<file path="src/rtl/ds_pkg.sv">
// ds_pkg: shared types and constants for the direct-sequence spreader.
//   state_t           : spreader FSM state {IDLE, SPREAD}
//   DS_CHIPS_PER_BIT  : chips per data bit (one full 2^5-1 PN period)
//   DS_CNT_W          : chip counter width
package ds_pkg;

   typedef enum logic {
      IDLE   = 1'b0,
      SPREAD = 1'b1
   } state_t;

   localparam int DS_CHIPS_PER_BIT = 31;
   localparam int DS_CNT_W         = 5;

endpackage

</file>
<file path="src/rtl/ds_bit_buffer.sv">
// ds_bit_buffer: single-entry data bit buffer in front of the spreader.
// Ports:
//   clk_1m     in  chip clock
//   rst        in  synchronous active-high reset (empties the buffer)
//   data_in    in  bit offered by the source
//   data_valid in  data_in valid
//   unload     in  spreader takes the buffered bit this cycle
//   data_ready out buffer empty; bit accepted on data_valid & data_ready
//   full       out buffer holds a bit
//   bit_out    out buffered bit
module ds_bit_buffer (
   input  logic clk_1m,
   input  logic rst,
   input  logic data_in,
   input  logic data_valid,
   input  logic unload,
   output logic data_ready,
   output logic full,
   output logic bit_out
);

   logic load;

   assign data_ready = ~full;
   assign load       = data_valid & data_ready;

   always_ff @(posedge clk_1m) begin
      if (rst) begin
         full    <= 1'b0;
         bit_out <= 1'b0;
      end else begin
         if (load)
            bit_out <= data_in;
         // Unload first, then load: a same-cycle pair leaves the buffer full.
         full <= (full & ~unload) | load;
      end
   end

endmodule

</file>
<file path="src/rtl/ds_spreader.sv">
// ds_spreader: XORs each buffered data bit with CHIPS_PER_BIT consecutive
// PN chips. Bits are launched only on a PN-period boundary (chip_cnt wrap).
// Optional macro DS_DIFF_ENC_EN: differentially encode each bit at unload.
// Ports:
//   clk_1m     in  chip clock, rising edge
//   rst        in  synchronous active-high reset
//   pn_chip    in  PN chip, one per cycle
//   data_in    in  data bit to spread
//   data_valid in  data_in valid
//   data_ready out buffer empty (bit accepted on valid & ready)
//   chip_out   out spread chip (registered)
//   chip_valid out chip_out carries a spread chip
//   bit_start  out strobe on the first chip of each bit
//   underrun   out sticky: buffer empty at a bit boundary while spreading
module ds_spreader
   import ds_pkg::*;
#(
   parameter int CHIPS_PER_BIT = DS_CHIPS_PER_BIT,
   parameter int CNT_W         = DS_CNT_W
) (
   input  logic clk_1m,
   input  logic rst,
   input  logic pn_chip,
   input  logic data_in,
   input  logic data_valid,
   output logic data_ready,
   output logic chip_out,
   output logic chip_valid,
   output logic bit_start,
   output logic underrun
);

   state_t           state, next_state;
   logic [CNT_W-1:0] chip_cnt;
   logic             last_chip;
   logic             buf_full, buf_bit, unload;
   logic             active, enc_bit;

   assign last_chip = (chip_cnt == CNT_W'(CHIPS_PER_BIT - 1));

   ds_bit_buffer u_buf (
      .clk_1m     (clk_1m),
      .rst        (rst),
      .data_in    (data_in),
      .data_valid (data_valid),
      .unload     (unload),
      .data_ready (data_ready),
      .full       (buf_full),
      .bit_out    (buf_bit)
   );

`ifdef DS_DIFF_ENC_EN
   logic prev_enc;
   assign enc_bit = buf_bit ^ prev_enc;

   // Encoder history survives IDLE gaps; only reset clears it.
   always_ff @(posedge clk_1m) begin
      if (rst)
         prev_enc <= 1'b0;
      else if (unload)
         prev_enc <= enc_bit;
   end
`else
   assign enc_bit = buf_bit;
`endif

   always_ff @(posedge clk_1m) begin
      if (rst)
         state <= IDLE;
      else
         state <= next_state;
   end

   // Bits are taken only on the last chip of a period so that the first chip
   // lands on the epoch (chip_cnt==0) of the next period.
   always_comb begin
      next_state = state;
      unload     = 1'b0;
      case (state)
         IDLE: begin
            if (last_chip && buf_full) begin
               unload     = 1'b1;
               next_state = SPREAD;
            end
         end
         SPREAD: begin
            if (last_chip) begin
               if (buf_full)
                  unload = 1'b1;
               else
                  next_state = IDLE;
            end
         end
         default: next_state = IDLE;
      endcase
   end

   always_ff @(posedge clk_1m) begin
      if (rst) begin
         chip_cnt   <= '0;
         active     <= 1'b0;
         chip_out   <= 1'b0;
         chip_valid <= 1'b0;
         bit_start  <= 1'b0;
         underrun   <= 1'b0;
      end else begin
         chip_cnt <= last_chip ? '0 : chip_cnt + CNT_W'(1);
         if (unload)
            active <= enc_bit;
         if (state == SPREAD) begin
            chip_out   <= active ^ pn_chip;
            chip_valid <= 1'b1;
            bit_start  <= (chip_cnt == '0);
            if (last_chip && !buf_full)
               underrun <= 1'b1;
         end else begin
            chip_out   <= 1'b0;
            chip_valid <= 1'b0;
            bit_start  <= 1'b0;
         end
      end
   end

endmodule

</file>
<file path="config.mk">
export PLATFORM = sky130hd
export DESIGN_NAME = ds_spreader
export DESIGN_NICKNAME = d
export VERILOG_FILES = /design/src/rtl/ds_pkg.sv /design/src/rtl/ds_bit_buffer.sv /design/src/rtl/ds_spreader.sv
export SDC_FILE = /design/constraint.sdc
export NUM_CORES = 1
export LEC_CHECK = 0
export ABC_CLOCK_PERIOD_IN_PS = 2100
export BUFFER_PORTS_ARGS = -buffer_cell sky130_fd_sc_hd__clkbuf_2
export CORE_AREA = 3 3 40 42
export CTS_CLUSTER_SIZE = 30
export DETAILED_ROUTE_END_ITERATION = 10
export DIE_AREA = 0 0 43 45
export GPL_TIMING_DRIVEN = 0
export HOLD_SLACK_MARGIN = 0.05
export PLACE_DENSITY_LB_ADDON = 0.15
export SETUP_SLACK_MARGIN = 0.05
export SLEW_MARGIN = 20
export SYNTH_ARGS = -nofsm -noshare
export SYNTH_HDL_FRONTEND = slang
export SYNTH_HIERARCHICAL = 1
export SYNTH_SLANG_ARGS = --single-unit
</file>
<file path="constraint.sdc">
create_clock -name clk_1m -period 2.1 [get_ports clk_1m]
set_clock_uncertainty 0.15 [all_clocks]
set_input_delay 0.315 -clock clk_1m [delete_from_list [all_inputs] [get_ports clk_1m]]
set_output_delay 0.315 -clock clk_1m [all_outputs]
set_load 0.03 [all_outputs]
</file>
==> impl_metrics.py, run 1 <==
metrics = {
    "sta": {
        "hold_viol": 0,
        "tightest_slew_ns": 0.2533,
        "drv_slew": 0,
        "setup_violations": 0,
        "rsz0062_at_grt": "false",
        "min_period_ns": 1.622,
        "setup_tns_ns": 0,
        "max_slew_margin_pct": 83.09,
        "max_freq_ghz": 0.6165,
        "fin_crit_sh_pct": 77.24,
    },
    "finish": {
        "area_delta_synth_final_pct": 16.71,
        "drive_gt1_share_pct": 28.36,
        "nets": 76,
        "diodes": 0,
        "fin_area_um2": 629.4,
    },
    "global_route": {
        "met2_usage_pct": 14.37,
        "gr-usage-all-layers_pct": 10.21,
        "antenna_found_initial": 0,
        "grt_max_degree": 10,
        "grt_pass1_vias": 343,
        "use_met3_pct": 3.586,
        "gr-total-overflow": 0,
        "grt_busiest_layer": "met2",
        "grt_pass1_wl_um": 1462,
        "grt_use_met1_pct": 13.69,
    },
    "clock_tree": {
        "cts_made_buffers": 3,
        "cts_hold_buf": 0,
        "cts_htree_levels": 1,
        "clkLatencyLatePin_ns": 0.27,
        "clock_path_buffers": 2,
        "path_clk_slew_ns": 0.08,
        "ctsResizeCount": 0,
        "clkSinkCount": 13,
        "post-cts-setup-buffer-count": 0,
        "tritoncts": "yes",
        "cts_root_buf": "clkbuf_4",
    },
    "hold_path": {
        "hp-class": "in -> reg",
    },
    "run": {
        "cap_violations": 0,
    },
    "power": {
        "leakage_uw": 0.0002845,
        "p_per_area_nw_per_um2": 719.5,
        "vdd_ir_drop_max_uv": 282.7,
    },
    "synth": {
        "syn_area_per_cell_um2": 9.986,
        "yosysSeqAreaShare_pct": 48.26,
        "synth-adder-area-share_pct": 6.961,
        "yosys.area_share.simple_pct": 22.97,
        "yosysWarnings": 6,
        "synthXorXnorAreaFrac_pct": 6.497,
        "synth_top_family_by_area": "simple AND/OR/NAND/NOR gates",
        "synth_compound_gate_area_share_pct": 6.497,
        "netlist_instances": 54,
        "synthMuxAreaShare_pct": 1.856,
        "synth_fp_nets": 62,
        "synth_cell_type_count": 20,
        "syn_area_um2": 539.3,
        "ys_seq_elements": 13,
    },
    "die": {
        "row_count": 13,
        "die_x_um": 43,
        "core_area_um2": 1285,
        "die_area_um2": 1935,
        "die-height_um": 45,
        "floorplan.initialDensity_pct": 41.97,
        "io_pins": 10,
    },
    "setup_path": {
        "crit_fanout": 6,
        "cp_data_arrival_time_ns": 1.68,
        "end_kind": "flop",
        "critPathRequiredTime_ns": 2.16,
        "criticalPathCategory": "reg -> reg",
        "crit_path_start_kind": "flop",
    },
    "placed_design": {
        "gp_congestion": 0.6650,
        "io_buffer_count": 9,
        "placed_cell_area_um2": 603.1,
        "dp_hpwl_um": 598.2,
    },
    "route": {
        "drtPass1Iterations": 4,
        "drt.antenna.violating_nets": 0,
        "wire_per_inst_um": 9.866,
        "wl_um": 809,
        "viasPerCell": 4.524,
        "vias": 371,
        "first_iter_violations": 9,
        "drc": 0,
    },
    "outcome": {
        "run_status": "completed",
    },
}
worst max-delay path, cell delays in order (launching register included):
cell and delay [ns]:
dfxtp_1 0.37, inv_1 0.07, ha_1 0.20, and4_1 0.20, buf_6 0.13, and2_2 0.17, nand2b_1 0.13, a21oi_1 0.13
stage by stage:
stage / worst slack [ns] / std cells / hold WS, ns / power (uW) / utilization, %
final: 0.4779 / 82 / 0.1345 / 452.8 / 48.98
after global routing: 0.3923 / 82 / 0.1413 / 478.6 / 48.98
after CTS: 0.4743 / 82 / 0.1344 / 459.6 / 48.98
after detailed placement: 0.4901 / 78 / 0.2989 / 306.5 / 46.93
after global placement: 0.4977 / 78 / 0.2973 / 305.9 / 46.93
after floorplan: 0.5701 / 54 / 0.2341 / 293.9 / -
cell usage after synthesis, drive strengths merged:
library cell | n | area [um^2]
a21bo | 1 | 10.01
a21oi | 2 | 10.01
a31o | 1 | 8.760
a31oi | 1 | 6.260
and2 | 1 | 7.510
and4 | 1 | 8.760
and4bb | 1 | 12.51
buf | 1 | 11.26
dfxtp | 13 | 260.3
ha | 3 | 37.54
inv | 7 | 26.28
mux2i | 1 | 10.01
nand2b | 4 | 25.02
nand3 | 3 | 15.01
nor2 | 8 | 40.03
nor4 | 1 | 6.260
or2 | 1 | 8.760
xnor2 | 2 | 17.52
xor2 | 2 | 17.52
cells in the final DEF (no fill, tap or decap), types with 3 or more instances in the layout:
cell,instances
inv_1,7
nor2_2,4
clkbuf_2,9
nand3_1,3
dfxtp_1,13
ha_1,3
nand2b_1,4
clkbuf_4,3
nor2_1,4
final cells by class:
| type | instances | area, um^2 |
|---|---|---|
| well taps | 15 | 18.77 |
| multi-input cells | 33 | 241.5 |
| flip-flops and latches | 13 | 260.3 |
| fillers | 121 | 655.6 |
| repair buffers | 9 | 45.04 |
| inverters | 7 | 26.28 |
| clock buffers | 4 | 26.28 |
| plain buffers | 1 | 11.26 |
logic make-up after synthesis:
kind of cell	Yosys count
flops	13
mux	1
xor+xnor	4
compound gates	5
simple gates	20
fa+ha+maj	3
buf+inv	8
sequential cells by signal (all words and copies together) (netlist names), named ones only:
signal	count
u_buf/bit_out	1
chip_valid	1
chip_out	1
underrun	1
active	1
u_buf/full	1
chip_cnt	5
bit_start	1
path summary, 6_finish.rpt:
check	start	to	slack, ns	cells past startpoint
max reg2reg	chip_cnt[0]$_SDFF_PP0_	u_buf/full$_SDFF_PP0_	0.48	7
min	pn_chip	chip_out$_SDFF_PP0_	0.13	3
min reg2reg	chip_cnt[0]$_SDFF_PP0_	chip_cnt[0]$_SDFF_PP0_	0.31	1
max	chip_cnt[0]$_SDFF_PP0_	u_buf/full$_SDFF_PP0_	0.48	7
report_power, final:
part           switching (uW)  leakage (uW)  internal [uW]
clock network            78.8     0.0000150           73.5
logic                    19.8      0.000164           17.3
registers                9.14      0.000106            254
routing by layer:
metal | wire length (um) | part of all wire (%)
met2 | 309 | 38
met4 | 10 | 1.2
met3 | 46 | 5.7
met5 | 0 | 0
met1 | 442 | 55
Power figures use the tool's default switching activity.
==> run 2, diff against run 1 <==
--- a/config.mk
+++ b/config.mk
@@ -5,7 +5,7 @@
 export SDC_FILE = /design/constraint.sdc
 export NUM_CORES = 1
 export LEC_CHECK = 0
-export ABC_CLOCK_PERIOD_IN_PS = 2100
+export ABC_CLOCK_PERIOD_IN_PS = 1500
 export BUFFER_PORTS_ARGS = -buffer_cell sky130_fd_sc_hd__clkbuf_2
 export CORE_AREA = 3 3 40 42
 export CTS_CLUSTER_SIZE = 30
==> constraint.sdc (replaced) <==
create_clock -name clk_1m -period 1.5 [get_ports clk_1m]
set_clock_uncertainty 0.15 [all_clocks]
set_input_delay 0.225 -clock clk_1m [delete_from_list [all_inputs] [get_ports clk_1m]]
set_output_delay 0.225 -clock clk_1m [all_outputs]
set_load 0.03 [all_outputs]
==> impl_metrics.py, run 2 (synthesis results as in run 1) <==
metrics = {
    "finish": {
        "largest_reg_flops": 5,
        "final_cell_mix": "dfxtp_1 (10), clkbuf_2 (9), inv_1 (6), nor2_2 (4), nor2_1 (4)",
        "area_delta_synth_final_pct": 29.93,
        "nets": 81,
        "diodes": 0,
        "regMostFlops": "chip_cnt",
        "fin_area_um2": 700.7,
        "fin_cells": 87,
        "final_common_cell": "dfxtp_1",
        "drive_gt1_share_pct": 40.28,
    },
    "clock_tree": {
        "path_clk_slew_ns": 0.07,
        "cts_htree_levels": 1,
        "tritoncts": "yes",
        "clkLatencyLatePin_ns": 0.27,
        "clock_path_buffers": 2,
        "cts_root_buf": "clkbuf_4",
        "clkSinkCount": 13,
        "cts_made_buffers": 3,
    },
    "setup_path": {
        "r2r_start": "chip_cnt[0]$_SDFF_PP0_",
        "crit_path_start_kind": "flop",
        "end_kind": "flop",
        "ff2ff_path_depth": 7,
        "criticalPathCategory": "reg -> reg",
        "cp_data_arrival_time_ns": 1.49,
        "crit_fanout": 6,
        "r2r_slack_ns": 0.07,
        "critPathRequiredTime_ns": 1.56,
        "reg2reg_to": "u_buf/full$_SDFF_PP0_",
    },
    "hold_path": {
        "worstHoldStart": "rst",
        "hold_end": "active$_SDFFE_PP0P_",
        "hp-class": "in -> reg",
        "worstHoldPathCells": 2,
    },
    "sta": {
        "setup_violations": 0,
        "max_slew_margin_pct": 86.47,
        "rsz0062_at_grt": "true",
        "fin_crit_sh_pct": 95.60,
        "tightest_slew_ns": 0.2012,
        "drv_slew": 0,
        "max_freq_ghz": 0.6973,
        "min_period_ns": 1.434,
        "setup_tns_ns": 0,
        "hold_ws_ns": 0.05789,
        "hold_viol": 0,
    },
    "global_route": {
        "grt_use_met1_pct": 13.76,
        "met2_usage_pct": 14.67,
        "grt_busiest_layer": "met2",
        "use_met3_pct": 5.976,
        "gr-usage-all-layers_pct": 10.56,
        "grt_max_degree": 10,
        "gr-total-overflow": 0,
        "grt_pass1_vias": 355,
        "antenna_found_initial": 0,
        "grt_pass1_wl_um": 1490,
    },
    "route": {
        "drtPass1Iterations": 4,
        "wl_um": 834,
        "viasPerCell": 4.437,
        "drc": 0,
        "wire_per_inst_um": 9.586,
        "drt.antenna.violating_nets": 0,
        "first_iter_violations": 4,
        "vias": 386,
    },
    "power": {
        "total_power_uw": 644.7,
        "vdd_ir_drop_max_uv": 675.3,
        "leakage_uw": 0.0003086,
        "p_per_area_nw_per_um2": 920.1,
    },
    "placed_design": {
        "io_buffer_count": 9,
        "dp_hpwl_um": 582.7,
        "gp_congestion": 0.6714,
        "placed_cell_area_um2": 618.1,
        "place_inst": 78,
    },
    "die": {
        "die_x_um": 43,
        "row_count": 13,
        "io_pins": 10,
        "die-height_um": 45,
        "floorplan.initialDensity_pct": 41.97,
        "die_area_um2": 1935,
        "core_area_um2": 1285,
    },
    "outcome": {
        "run_status": "completed",
    },
    "run": {
        "cap_violations": 0,
    },
}
[run 2: what timing repair did]
action | in CTS | in global routing
hold buffers | 2 | 0
setup endpoints to repair | 6 | 9
gates resized for setup | 1 | 3
pin swaps | 1 | 6
buffers inserted | 3 | 0
hold endpoints to repair | 2 | 0
[run 2: how the worst max path moves through the flow]
| stage | start | end | slack (ns) | depth (start not counted) |
|---|---|---|---|---|
| global placement | chip_cnt[0]$_SDFF_PP0_ | u_buf/full$_SDFF_PP0_ | -0.008 | 7 |
| detailed placement | chip_cnt[0]$_SDFF_PP0_ | u_buf/full$_SDFF_PP0_ | -0.01 | 7 |
| floorplan | chip_cnt[0]$_SDFF_PP0_ | u_buf/full$_SDFF_PP0_ | 0.05 | 7 |
| CTS | chip_cnt[0]$_SDFF_PP0_ | u_buf/full$_SDFF_PP0_ | 0.02 | 7 |
| global route | chip_cnt[0]$_SDFF_PP0_ | u_buf/full$_SDFF_PP0_ | -0.002 | 7 |
| finish | chip_cnt[0]$_SDFF_PP0_ | u_buf/full$_SDFF_PP0_ | 0.07 | 7 |
[run 2: final cells by class]
| cell class | count | area [um^2] |
|---|---|---|
| Fill cell | 130 | 584.3 |
| Clock buffer | 4 | 26.28 |
| Buffer | 1 | 11.26 |
| Timing Repair Buffer | 14 | 87.58 |
| Inverter | 7 | 26.28 |
| Multi-Input combinational cell | 33 | 266.5 |
| Tap cell | 15 | 18.77 |
| Sequential cell | 13 | 264.0 |
[run 2: per-layer routing]
layer / share of wire [%] / vias to the layer above / wire [um]
met2: 41 / 8 / 341
met4: 0 / 0 / 0
met5: 0 / - / 0
met3: 7.0 / 0 / 58
met1: 52 / 166 / 434
li1: - / 212 / -
[run 2: stage by stage]
| step | setup WS [ns] | util (%) |
|---|---|---|
| floorplan | 0.05028 | - |
| global placement | -0.007968 | 48.10 |
| detailed placement | -0.01009 | 48.10 |
| CTS | 0.02214 | 53.55 |
| global route | -0.001993 | 54.53 |
| finish | 0.06597 | 54.53 |
[run 2: where the power goes]
group          internal (uW)  switching [uW]  leakage [uW]
logic                   34.3            31.5      0.000187
registers                358            15.1      0.000107
clock network            103             103     0.0000150
total                    495             150      0.000309
[run 2: worst max-delay path, cell delays in order, from the launching register on]
cell,delay [ns]
dfxtp_2,0.34
inv_2,0.05
ha_4,0.14
and4_1,0.20
buf_6,0.13
and2_4,0.14
nand2b_4,0.13
a21oi_2,0.11
